--- src/rtl/prog_mod_counter.sv ---
// prog_mod_counter
//   Cyclic up/down counter whose modulus can be changed at run time.
//   Wraps or saturates at the ends of the range, and keeps a saturating
//   count of wraps. Each edge performs at most one action, in priority
//   order: reset > modulus write > load > count step.
//
// Ports
//   clk       rising-edge clock
//   reset     synchronous, active-high reset
//   en        count enable
//   up_down   1 = count up, 0 = count down
//   sat_mode  0 = wrap at the range ends, 1 = hold at the range ends
//   load      load strobe; load_val must be below mod_q
//   load_val  value to load
//   mod_wr    modulus write strobe; mod_val must be non-zero
//   mod_val   new modulus
//   count     current count, always in 0..mod_q-1
//   mod_q     active modulus
//   wrap      pulse: the previous edge wrapped the count
//   sat_hit   pulse: the previous edge blocked a step at a range end
//   err       pulse: the previous edge rejected a load or modulus write
//   wrap_cnt  wraps since reset, holds at all-ones

module prog_mod_counter #(
    parameter int W           = 4,
    parameter int DEFAULT_MOD = 10,
    parameter int WC          = 8
) (
    input  logic          clk,
    input  logic          reset,
    input  logic          en,
    input  logic          up_down,
    input  logic          sat_mode,
    input  logic          load,
    input  logic [W-1:0]  load_val,
    input  logic          mod_wr,
    input  logic [W-1:0]  mod_val,
    output logic [W-1:0]  count,
    output logic [W-1:0]  mod_q,
    output logic          wrap,
    output logic          sat_hit,
    output logic          err,
    output logic [WC-1:0] wrap_cnt
);

    localparam logic [W-1:0] MOD_RST = W'(DEFAULT_MOD);

    // mod_q never drops to zero, so this cannot underflow.
    logic [W-1:0] count_max;
    logic         at_top;
    logic         at_bottom;

    assign count_max = mod_q - 1'b1;
    assign at_top    = (count == count_max);
    assign at_bottom = (count == '0);

    always_ff @(posedge clk) begin
        if (reset) begin
            count    <= '0;
            mod_q    <= MOD_RST;
            wrap     <= 1'b0;
            sat_hit  <= 1'b0;
            err      <= 1'b0;
            wrap_cnt <= '0;
        end else begin
            wrap    <= 1'b0;
            sat_hit <= 1'b0;
            err     <= 1'b0;

            if (mod_wr) begin
                if (mod_val == '0) begin
                    err <= 1'b1;
                end else begin
                    mod_q <= mod_val;
                    // Pull the count back into range when the modulus shrinks below it.
                    if (count >= mod_val)
                        count <= '0;
                end
            end else if (load) begin
                if (load_val < mod_q)
                    count <= load_val;
                else
                    err <= 1'b1;
            end else if (en) begin
                // With mod_q = 1 both at_top and at_bottom are true, so every step is a boundary.
                if (up_down ? at_top : at_bottom) begin
                    if (sat_mode) begin
                        sat_hit <= 1'b1;
                    end else begin
                        count <= up_down ? '0 : count_max;
                        wrap  <= 1'b1;
                        if (wrap_cnt != '1)
                            wrap_cnt <= wrap_cnt + 1'b1;
                    end
                end else begin
                    count <= up_down ? count + 1'b1 : count - 1'b1;
                end
            end
        end
    end

endmodule
--- config.mk ---
export PLATFORM = sky130hd
export DESIGN_NAME = prog_mod_counter
export DESIGN_NICKNAME = d
export VERILOG_FILES = /design/src/rtl/prog_mod_counter.sv
export SDC_FILE = /design/constraint.sdc
export NUM_CORES = 1
export LEC_CHECK = 0
export CAP_MARGIN = 20
export CORE_AREA = 3 3 57 59
export CTS_CLUSTER_DIAMETER = 30
export DETAILED_ROUTE_END_ITERATION = 10
export DIE_AREA = 0 0 60 62
export PLACE_DENSITY = 0.82
export SETUP_SLACK_MARGIN = 0.05
export SYNTH_ARGS = -nofsm -noshare
export SYNTH_HDL_FRONTEND = slang
export SYNTH_SLANG_ARGS = --single-unit
--- constraint.sdc ---
create_clock -name clk -period 2.3 [get_ports clk]
set_input_delay 0.345 -clock clk [delete_from_list [all_inputs] [get_ports clk]]
set_output_delay 0.345 -clock clk [all_outputs]
set_load 0.02 [all_outputs]
[Yosys cells after proc, flatten, opt, wreduce, memory -nomap -nowiden]
Cells that the tools add are included.
Operators by class
  add/sub/neg operators: 4
  order comparisons: 2
  equality and inequality tests: 6
  multiplexer cells: 17
  bitwise logic cells: 6
  reductions and logical operators: 7
Operators with widths (count)
  two-way mux 4 bit: 10
  adder 8 x 1 -> 8 bit (second input constant): 1
  zero test 4 bit: 2
  != test 8 bit (second input constant): 1
  subtractor 4 x 1 -> 4 bit (second input constant): 2
  two-way mux 1 bit: 7
  NOT 1 bit: 6
  AND reduction 6 bit: 1
  AND reduction 5 bit: 1
  OR reduction 5 bit: 1
  adder 4 x 1 -> 4 bit (second input constant): 1
  equality test 4 bit: 1
  greater-or-equal comparator 4 bit: 1
  less-than comparator 4 bit: 1
  != test 4 bit (second input constant): 1
  != test 3 x 1 -> 1 bit (second input constant): 1
  nonzero test 3 bit: 1
  != test 2 x 1 -> 1 bit (second input constant): 1
  != test 2 bit (second input constant): 1
  AND reduction 2 bit: 1
Word-level totals
  register bits after elaboration: 19
  input bits: 15
  output and inout bits: 19
  word-level logic and storage cells: 48

[Depth between registers and ports, before layout]
Gate-level depths: netlist of run 1.
  depth after elaboration: 7
  gate-level depth with buffers: 9
  gate-level depth less buffers: 7

[Worst setup path after synthesis of run 1]
OpenSTA, ideal clock, no wires.
  kind: register to register
  from: register mod_q[0]
  to: register wrap_cnt[5]
  setup time: 0.121 ns
  data arrival time: 2.161 ns
  required time: 2.179 ns
  slack: 0.018 ns
  cell stages (with the launch flop): 9
  path buffers: 1
  clock period less this slack: 2.282 ns
  cell sequence: dfxtp_1 inv_1 ha_1 xnor2_1 xnor2_2 a41oi_2 buf_4 nor4_1 mux2_2
Between the ends
  cells in the longest elaborated chain, start to end: 4
RTL lines
  start, declared: RTL line 39  | output logic [W-1:0] mod_q,
  start signal, assigned: RTL line 74  | mod_q <= mod_val;
  subtractor 4 x 1 -> 4 bit: RTL line 53  | assign count_max = mod_q - 1'b1;
  equality test 4 bit: RTL line 54  | assign at_top = (count == count_max);
  two-way mux 1 bit: RTL line 86  | if (up_down ? at_top : at_bottom) begin
  AND reduction 6 bit (no line)
  end signal, assigned: RTL line 93  | wrap_cnt <= wrap_cnt + 1'b1;
  end, declared: RTL line 43  | output logic [WC-1:0] wrap_cnt
No other way between the ends.
A chain may end at the register's enable or synchronous reset.

[Worst setup path after layout of run 1]
  from: register mod_q[0]
  to: register wrap_cnt[4]
The elaborated chain is that of the path after synthesis.

==> impl_results.md, run 1 <==
- Outcome: completed
- Worst EP required: 2.52 ns
- Peak VDD IR: a little over 300 uV
- Cells on worst reg2reg path: 8
- Starting Density: between 40% and 50%
- Yosys warns: 0
- Hold Path Cell Cnt: 2
- Synthesized cell area: approximately 1300 um2
- Die Y-Extent: 62 um
- Gr ovfl total: 0
- Count of cell types in the netlist: 45
- Flop-to-flop setup slack: between 0.1 and 0.15 ns
- Min Tclk post-route: roughly 2.2 ns
- Via/cell ratio: a little under 6
- # clock sinks: 19
- Setup violators final: 0
- Clock Root Buffer: clkbuf_4
- Post-DRT Antenna Nets: 0
- WL per Instance: ~16 um
- Critical hold path startpoint: wrap_cnt[7]$_SDFFE_PP0P_
- Vias in the first global route: 1365
- Syn_area_per_cell: 8.60 um2
- Kind of end point of the critical path: register
- Synth Flop Type: dfxtp_1
- Synth Instances: between 150 and 200
- Achievable Freq: about 460 MHz
- # diodes: 0
- Slew Limit Headroom: between 60% and 70%
- Layout cells sized above 1: roughly 16%
- Worst-margin pin slew: roughly 0.46 ns
- Pleak: 0.701 nW
- Max-slew violation count: 0
- Number of synthesized flops with an enable pin: 0
- HPWL after DPL: approximately 2.8 mm
- Hold EP: wrap_cnt[7]$_SDFFE_PP0P_
- Via count: about 1400
- Synth Register Bits: 19
- DRT Pass-1 Iters: 4
- Pwr dens: between 400 and 500 nW/um2
- Hold crit path type: reg -> reg
- Inserted Clock Buffers: 3
- CTS tree: yes
- CP arrival: around 2.4 ns
- DRT iter0 DRCs: 83
- Post-CTS Hold Fix Bufs: 0
- Post-Route Utilization: between 60 and 70%
- Layout Nets: 227
- First-pass GRT wire length: between 5 and 6 mm
- Std-Cell Core Area: around 2800 um2
- Largest net degree at the start of global routing: 13
- Final worst path period share: 95.3%
- Later-pin clock latency in the skew report: between 0.2 and 0.3 ns
- # DRC: 0
- Area growth syn-to-layout: 39.1%
- Reg2Reg Capture Point: wrap_cnt[4]$_SDFFE_PP0P_
- # fillers: 243
- Routed wire length: between 3 and 4 mm
- RR Startpoint: mod_q[0]$_SDFFE_PP0P_
- RePlAce Congestion: approximately 0.91
- Htree depth: 1
- RSZ-0062 raised after global routing: true
- Startpoint Class: register
- CP Max Fanout: 7
- Worst-path clk slew: roughly 0.11 ns
- Place WS: -0.00310 ns
- Asr flop ratio synth: 0%
- Die area: 3720 um2
- Count of max-cap constraint violations: 0
- Fin. Hold Viols: 0
- Gr usage total: approximately 20%
- CP Class: reg -> reg
- Cell Rows: 19
- Post-synthesis sequential area ratio: between 20 and 30%
- Clk buf depth: 2
- Synth Net Count: 179
- Count of input and output buffers: 33
- Clock skew: between 0.004 and 0.005 ns
- Setup slack after layout: about 0.11 ns
- Initial antenna violation count: 0
- Die width: 60 um
- Io pins: 34
## flip-flops by register name, indices dropped and copies added (netlist names)
register	flops
wrap_cnt	8
mod_q	4
sat_hit	1
err	1
wrap	1
count	4
## synth_stat cells, types with 5 or more instances
| master | n | area, um2 |
|---|---|---|
| dfxtp_1 | 19 | 380 |
| inv_1 | 15 | 56.3 |
| ha_1 | 11 | 138 |
| a21oi_1 | 10 | 50.1 |
| nand2_1 | 10 | 37.5 |
| nor2_1 | 8 | 30.0 |
| o31ai_1 | 8 | 60.1 |
| xnor2_1 | 8 | 70.1 |
| or4_1 | 5 | 37.5 |
## how the worst max path moves through the flow
stage	start	end	slack [ns]	cells after the start
2_1_floorplan	mod_q[1]$_SDFFE_PP1P_	wrap_cnt[5]$_SDFFE_PP0P_	0.09	8
3_3_place_gp	up_down	count[2]$_SDFFE_PP0P_	0.1	7
3_5_place_dp	mod_val[1]	count[2]$_SDFFE_PP0P_	-0.003	8
4_1_cts	mod_q[0]$_SDFFE_PP0P_	wrap_cnt[4]$_SDFFE_PP0P_	0.09	7
5_1_grt	mod_q[0]$_SDFFE_PP0P_	wrap_cnt[4]$_SDFFE_PP0P_	-0.03	8
6_report	mod_q[0]$_SDFFE_PP0P_	wrap_cnt[4]$_SDFFE_PP0P_	0.11	8
## critical path, stage by stage, from the launching register on
cell and delay [ns]:
dfxtp_2 0.35, inv_1 0.06, ha_1 0.33, xnor2_1 0.13, nor2_1 0.16, a41oi_2 0.19
buf_6 0.19, or4_1 0.54, a21oi_2 0.17
## cell usage in the layout, fill, tap and decap left out, types with 2 or more instances in the layout
cell / count
clkdlybuf4s50_1: 33
dfxtp_1: 18
xnor2_2: 2
or2_2: 2
a21o_1: 2
buf_6: 2
o32ai_1: 4
ha_1: 11
nor2_1: 8
clkbuf_4: 3
nand3_1: 4
or4_1: 5
xnor2_1: 7
a31oi_1: 4
buf_4: 14
inv_1: 15
nand2_1: 10
o31ai_1: 8
nor4_1: 2
o21ai_0: 4
a221o_1: 2
a21oi_1: 9
nand4_1: 2
## stage by stage
| stage | setup TNS, ns | hold slack [ns] | instances | total power, mW | cell area [um2] |
|---|---|---|---|---|---|
| 2_1_floorplan | 0 | 0.422 | 152 | 0.531 | 1310 |
| 3_3_place_gp | 0 | 0.495 | 223 | 0.636 | 1750 |
| 3_5_place_dp | -0.00310 | 0.520 | 223 | 0.643 | 1750 |
| 4_1_cts | 0 | 0.541 | 227 | 0.806 | 1780 |
| 5_1_grt | -0.0332 | 0.588 | 230 | 0.869 | 1820 |
| 6_report | 0 | 0.546 | 230 | 0.827 | 1820 |
## report_power, final
group | internal (mW) | switching [mW]
Sequential | 0.341 | 0.0197
Clock | 0.0673 | 0.0990
Combinational | 0.151 | 0.149
## repair_timing
item                                    in CTS  in global routing
setup buffers                                0                  3
resized for setup                            0                  5
endpoints found under the setup margin       0                  6
## final cells by class
class                      instances  area [um2]  area share [%]
multi-input combinational        111         853            46.9
tap                               31        38.8            2.13
timing repair buffer              50         463            25.4
clock buffer                       4        26.3            1.44
inverter                          15        56.3            3.09
sequential                        19         382            21.0
## routing by layer
metal	up-vias	wire length, um	part of all wire, %	GRT usage [%]
li1	668	-	-	-
met1	648	1530	42	25.1
met2	49	1780	49	35.5
met3	8	223	6.2	3.72
met4	0	82	2.3	8.86
met5	-	0	0	0
## logic make-up (layout without fill, tap and decap cells)
group                      Yosys count  after routing  share of synthesized area (%)
xor gates and xnor gates            10             10                           7.27
adders and majority gates           12             12                           12.1
AOI/OAI and AO/OA                   45             45                           25.7
muxes                                1              1                          0.861
and+or+nand+nor                     43             43                           18.1
DFF                                 19             19                           29.1
buffers and inverters               22             69                           6.89
(Power assumes the default switching activity.)
==> inputs of run 2 (changes only) <==
==> constraint.sdc (replaced) <==
create_clock -name clk -period 2.3 [get_ports clk]
set_input_delay 0.23 -clock clk [delete_from_list [all_inputs] [get_ports clk]]
set_output_delay 0.23 -clock clk [all_outputs]
set_load 0.02 [all_outputs]
==> impl_results.md, run 2 (same netlist as run 1, synthesis figures left out) <==
- Pwr dens: 468 nW/um2 (+3.1%)
- CTS tree: yes
- Largest net degree at the start of global routing: 17 (+4)
- Hold crit path type: reg -> reg
- Later-pin clock latency in the skew report: 0.29 ns (about the same)
- First-pass GRT wire length: 6.04 mm (+2.8%)
- DRT iter0 DRCs: 93 (+12%)
- Finished Cell Area: 1800 um2 (-0.89%)
- Crit-path slowest cell: or4_1
- CP arrival: 2.44 ns (+0.03 ns)
- Die Y-Extent: 62 um (unchanged)
- Min Tclk post-route: 2.22 ns (+0.0284 ns)
- Int Power: 0.551 mW (-1.4%)
- Fin. Hold Viols: 0 (unchanged)
- Layout cells sized above 1: 15.5% (-0.54 points)
- Place WS: -0.00118 ns (+0.00191 ns)
- Peak VDD IR: 315 uV (+2.6%)
- Setup slack after layout: 0.0806 ns (-0.0284 ns)
- Clk buf depth: 2 (unchanged)
- Top reg by flops: wrap_cnt
- Htree depth: 1 (unchanged)
- Layout Nets: 221 (-2.6%)
- Std-Cell Core Area: 2760 um2 (unchanged)
- Max reg flops: 8 (unchanged)
- Seq pwr share: 42.8% (-0.9 points)
- Regs by FF count: wrap_cnt x8, count x4, mod_q x4
- Max-slew violation count: 0 (unchanged)
- Die width: 60 um (unchanged)
- Most frequent cells in the layout: 33 x clkdlybuf4s50_1, 17 x dfxtp_1, 15 x inv_1, 11 x ha_1
- HPWL after DPL: 2.74 mm (-2.7%)
- Count of input and output buffers: 33 (unchanged)
- Area growth syn-to-layout: 37.9%
- Startpoint Class: register
- Clock skew: 0.00339 ns (-0.00140 ns)
- Routed wire length: 3.84 mm (+6.2%)
- CP Max Fanout: 7 (unchanged)
- CP Cell Sequence: inv_1 > ha_1 > xnor2_1 > nor2_2 > a41oi_4 > or4_1 > a21oi_1
- WL per Instance: 17.1 um (+9.0%)
- Layout Cells excl Fill: 224 (-2.6%)
- Count of max-cap constraint violations: 0 (unchanged)
- Slew Limit Headroom: 58.3% (-11 points)
- Placed inst area: 1700 um2 (-2.6%)
- Sw Share: 34.7% (+2.4 points)
- Worst-path clk slew: 0.11 ns (about the same)
- Vias in the first global route: 1372 (+0.51%)
- Io pins: 34 (unchanged)
- Via/cell ratio: 6.22 (+4.2%)
- # clock sinks: 19 (unchanged)
- Worst-margin pin slew: 0.623 ns (+0.159 ns)
- Achievable Freq: 451 MHz (-1.3%)
- Post-DRT Antenna Nets: 0 (unchanged)
- Kind of end point of the critical path: register
- Placed Cells incl. Taps: 217 (-2.7%)
- Slowest stage delay, CP: 0.56 ns (+0.02 ns)
- Total power: 0.844 mW (+2.1%)
- Commonest non-fill, non-tap cell in the layout: clkdlybuf4s50_1
- Via count: 1393 (+1.5%)
- CP top delay family: simple AND/OR/NAND/NOR gates
- RePlAce Congestion: 0.838 (-8.0%)
- Gr usage total: 21.1% (+0.52 points)
- Clk pwr share: 20.2% (about the same)
- DRT Pass-1 Iters: 4 (unchanged)
- Pleak: 0.673 nW (-3.9%)
- Worst Path Buf+Inv: 1 (-1)
- Switching pwr: 0.293 mW (+9.6%)
- Post-CTS Hold Fix Bufs: 0 (unchanged)
- Inserted Clock Buffers: 3 (unchanged)
- Comb power frac: 36.9% (+0.7 points)
- RSZ-0062 raised after global routing: false
- Cell Rows: 19 (unchanged)
- # diodes: 0 (unchanged)
- CP Class: reg -> reg
- Final worst path period share: 96.5% (+1.2 points)
- Outcome: completed
- # DRC: 0 (unchanged)
- Clock Root Buffer: clkbuf_4
- Worst EP required: 2.52 ns (about the same)
- Gr ovfl total: 0 (unchanged)
- Initial antenna violation count: 0 (unchanged)
- Setup violators final: 0 (unchanged)
- Die area: 3720 um2 (unchanged)
- Starting Density: 47.4% (unchanged)
==> run 2: power by group through the flow <==
stage,sequential (mW),clock (mW),combinational (mW)
after detailed placement,0.368,0,0.268
final,0.362,0.171,0.312
after floorplan,0.379,0,0.152
after global routing,0.363,0.185,0.335
after global placement,0.367,0,0.260
after CTS,0.360,0.174,0.277
==> run 2: area by class of cell <==
| class | count | area (um2) |
|---|---|---|
| Clock buffer | 3 | 22.5 |
| Inverter | 15 | 56.3 |
| Multi-Input combinational cell | 112 | 892 |
| Timing Repair Buffer | 43 | 405 |
| Sequential cell | 19 | 383 |
| Tap cell | 31 | 38.8 |
| Clock inverter | 1 | 5.00 |
| Fill cell | 235 | 955 |
==> run 2: what timing repair did <==
action	in CTS	in global routing
cloned	0	1
setup endpoints to repair	4	8
buffers inserted	0	2
pin swaps	0	3
gates resized for setup	1	6
==> run 2: worst paths after layout <==
kind                                            endpoint                      from  cells past startpoint  slack [ns]
worst max-delay path            wrap_cnt[3]$_SDFFE_PP0P_     mod_q[0]$_SDFFE_PP0P_                      7        0.08
worst min-delay path            wrap_cnt[7]$_SDFFE_PP0P_  wrap_cnt[7]$_SDFFE_PP0P_                      2        0.51
worst max register to register  wrap_cnt[3]$_SDFFE_PP0P_     mod_q[0]$_SDFFE_PP0P_                      7        0.08
worst min register to register  wrap_cnt[7]$_SDFFE_PP0P_  wrap_cnt[7]$_SDFFE_PP0P_                      2        0.51
==> run 2: per-stage QoR <==
stage / TNS (ns) / utilization (%) / hold WS [ns]
after floorplan: 0 / - / 0.307
after global placement: 0 / 61.8 / 0.495
after detailed placement: -0.00118 / 61.8 / 0.493
after CTS: 0 / 63.2 / 0.514
after global routing: 0 / 65.4 / 0.538
final: 0 / 65.4 / 0.514
==> run 2: worst register-to-register path, delay by kind of cell, from the launching register on <==
family	cells	cell delay, ns
xor+xnor	1	0.15
buf+inv	1	0.07
flops	1	0.41
fa+ha+maj	1	0.33
simple gates	2	0.80
compound gates	2	0.38
==> run 2: routing by layer <==
layer	track usage, %	vias up	share of wire (%)
met4	7.28	0	1.7
met5	0	-	0
met1	24.8	657	41
met3	2.89	8	7.1
li1	-	656	-
met2	39.0	72	51
==> inputs of run 3 (changes only) <==
--- a/config.mk
+++ b/config.mk
@@ -10,6 +10,7 @@
 export CTS_CLUSTER_DIAMETER = 30
 export DETAILED_ROUTE_END_ITERATION = 10
 export DIE_AREA = 0 0 60 62
+export GPL_TIMING_DRIVEN = 0
 export PLACE_DENSITY = 0.82
 export SETUP_SLACK_MARGIN = 0.05
 export SYNTH_ARGS = -nofsm -noshare
==> impl_results.md, run 3 (same netlist as run 1, synthesis figures left out) <==
- Initial antenna violation count: 0 (unchanged)
- Top reg by flops: wrap_cnt
- Io pins: 34 (unchanged)
- Outcome: completed
- Critical path launch point: mod_q[0]$_SDFFE_PP0P_
- Critical hold path startpoint: mod_q[1]$_SDFFE_PP1P_
- Regs by FF count: wrap_cnt x8, count x4, mod_q x4
- Pwr dens: 463 nW/um2 (-1.0%)
- Most frequent cells in the layout: 33 x clkdlybuf4s50_1, 17 x dfxtp_1, 15 x inv_1
- Cell Rows: 19 (unchanged)
- Worst-path clk slew: 0.11 ns (about the same)
- Seq pwr share: 44.3% (+1.5 points)
- RePlAce Congestion: 0.853 (+1.8%)
- Max-slew violation count: 0 (unchanged)
- Die Y-Extent: 62 um (unchanged)
- HPWL after DPL: 2.78 mm (+1.4%)
- Die width: 60 um (unchanged)
- Area of the multi-input gates: 863 um2 (-3.2%)
- Setup violators final: 0 (unchanged)
- Clock skew: 0.00214 ns (-0.00125 ns)
- Post-DRT Antenna Nets: 0 (unchanged)
- First-pass GRT wire length: 5.91 mm (-2.3%)
- Worst EP required: 2.53 ns (about the same)
- Register area: 385 um2 (+0.65%)
- Std-Cell Core Area: 2760 um2 (unchanged)
- Clk buf depth: 2 (unchanged)
- CP Class: reg -> reg
- Clk pwr share: 21.2% (+1.0 points)
- Gr usage total: 20.7% (-0.42 points)
- Fin. Hold Viols: 0 (unchanged)
- Pleak: 0.648 nW (-3.8%)
- Flop-to-flop setup slack: 0.18 ns (+0.10 ns)
- RR Startpoint: mod_q[0]$_SDFFE_PP0P_
- CP Max Fanout: 10 (+3)
- Starting Density: 47.4% (unchanged)
- Count of input and output buffers: 33 (unchanged)
- Gr ovfl total: 0 (unchanged)
- Die area: 3720 um2 (unchanged)
- Comb power frac: 34.5% (-2.4 points)
- Htree depth: 1 (unchanged)
- Hold crit path type: reg -> reg
- Layout cells sized above 1: 11.0% (-4.5 points)
- Area growth syn-to-layout: 34.2%
- Slew Limit Headroom: 67.0% (+8.7 points)
- Later-pin clock latency in the skew report: 0.30 ns (about the same)
- Int Power: 0.540 mW (-2.0%)
- Sw Share: 33.6% (-1.2 points)
- Total power: 0.813 mW (-3.7%)
- Peak VDD IR: 346 uV (+9.8%)
- Startpoint Class: register
- DRT Pass-1 Iters: 4 (unchanged)
- Commonest non-fill, non-tap cell in the layout: clkdlybuf4s50_1
- Via/cell ratio: 6.09 (-2.0%)
- DRT iter0 DRCs: 68 (-27%)
- Largest net degree at the start of global routing: 12 (-5)
- WL per Instance: 16.4 um (-4.4%)
- Via count: 1353 (-2.9%)
- # diodes: 0 (unchanged)
- Layout Cells excl Fill: 222 (-0.89%)
- # clock sinks: 19 (unchanged)
- # DRC: 0 (unchanged)
- Post-CTS Hold Fix Bufs: 0 (unchanged)
- Min Tclk post-route: 2.12 ns (-0.0967 ns)
- Placed Cells incl. Taps: 216 (-0.46%)
- Vias in the first global route: 1328 (-3.2%)
- CP arrival: 2.36 ns (-0.08 ns)
- Layout Nets: 219 (-0.90%)
- Worst-margin pin slew: 0.490 ns (-0.133 ns)
- Routed wire length: 3.64 mm (-5.3%)
- Count of max-cap constraint violations: 0 (unchanged)
- Inserted Clock Buffers: 3 (unchanged)
- # fillers: 258 (+9.8%)
- Max reg flops: 8 (unchanged)
- Final worst path period share: 92.3% (-4.2 points)
- CTS tree: yes
- Kind of end point of the critical path: register
- RSZ-0062 raised after global routing: false
- Switching pwr: 0.273 mW (-6.9%)
- Achievable Freq: 471 MHz (+4.6%)
- Clock Root Buffer: clkbuf_4
[run 3: cell count changes in the layout (fill, tap and decap cells not counted), sizes merged]
cell | before | now
clkbuf | 3 | 7
buf | 10 | 5
a41oi | 3 | 2
[run 3: routing by layer]
layer	vias to the layer above	routed length, um	GRT usage (%)
li1	658	-	-
met1	630	1530	25.5
met2	55	1800	34.4
met3	10	215	2.89
met4	0	89	12.0
met5	-	0	0
[run 3: critical path, stage by stage, from the launching register on]
cell	delay (ns)
dfxtp_4	0.39
inv_1	0.08
ha_4	0.26
xnor2_1	0.13
nor2_1	0.17
a41oi_2	0.17
buf_6	0.18
or4_1	0.51
a21oi_1	0.17
[run 3: final timing paths]
check / endpoint / cells after the start
hold / removal: mod_q[1]$_SDFFE_PP1P_ / 1
hold reg to reg: mod_q[1]$_SDFFE_PP1P_ / 1
setup reg to reg: wrap_cnt[7]$_SDFFE_PP0P_ / 8
setup / recovery: wrap_cnt[7]$_SDFFE_PP0P_ / 8
[run 3: final cells by class]
type / instances / area share (%)
repair buffers: 35 / 19.7
clock buffers: 3 / 1.28
flip-flops and latches: 19 / 22.0
clock inverters: 1 / 0.285
inverters: 15 / 3.21
well taps: 31 / 2.21
multi-input cells: 111 / 49.2
plain buffers: 7 / 2.14
[run 3: what timing repair did]
action / 4_1_cts / 5_1_grt
resized for setup: 4 / 2
setup endpoints to repair: 5 / 6
pin swaps: 1 / 2
gates cloned: 0 / 0
hold endpoints to repair: 0 / 0
buffers inserted: 0 / 2
[run 3: through the flow]
stage	hold slack, ns	cell area (um2)	setup TNS, ns	utilization, %	setup slack (ns)
global route	0.562	1750	0	63.6	0.0781
detailed placement	0.513	1680	-0.0808	60.8	-0.0697
global placement	0.496	1680	0	60.8	0.00138
finish	0.527	1750	0	63.6	0.177
floorplan	0.307	1310	0	-	0.0861
CTS	0.536	1730	0	62.6	0.0638
[run 3: power by group through the flow]
| stage | sequential, mW | clock, mW | combinational, mW |
|---|---|---|---|
| floorplan | 0.379 | 0 | 0.152 |
| global placement | 0.368 | 0 | 0.251 |
| detailed placement | 0.369 | 0 | 0.260 |
| CTS | 0.361 | 0.178 | 0.268 |
| global route | 0.363 | 0.188 | 0.306 |
| finish | 0.360 | 0.172 | 0.281 |
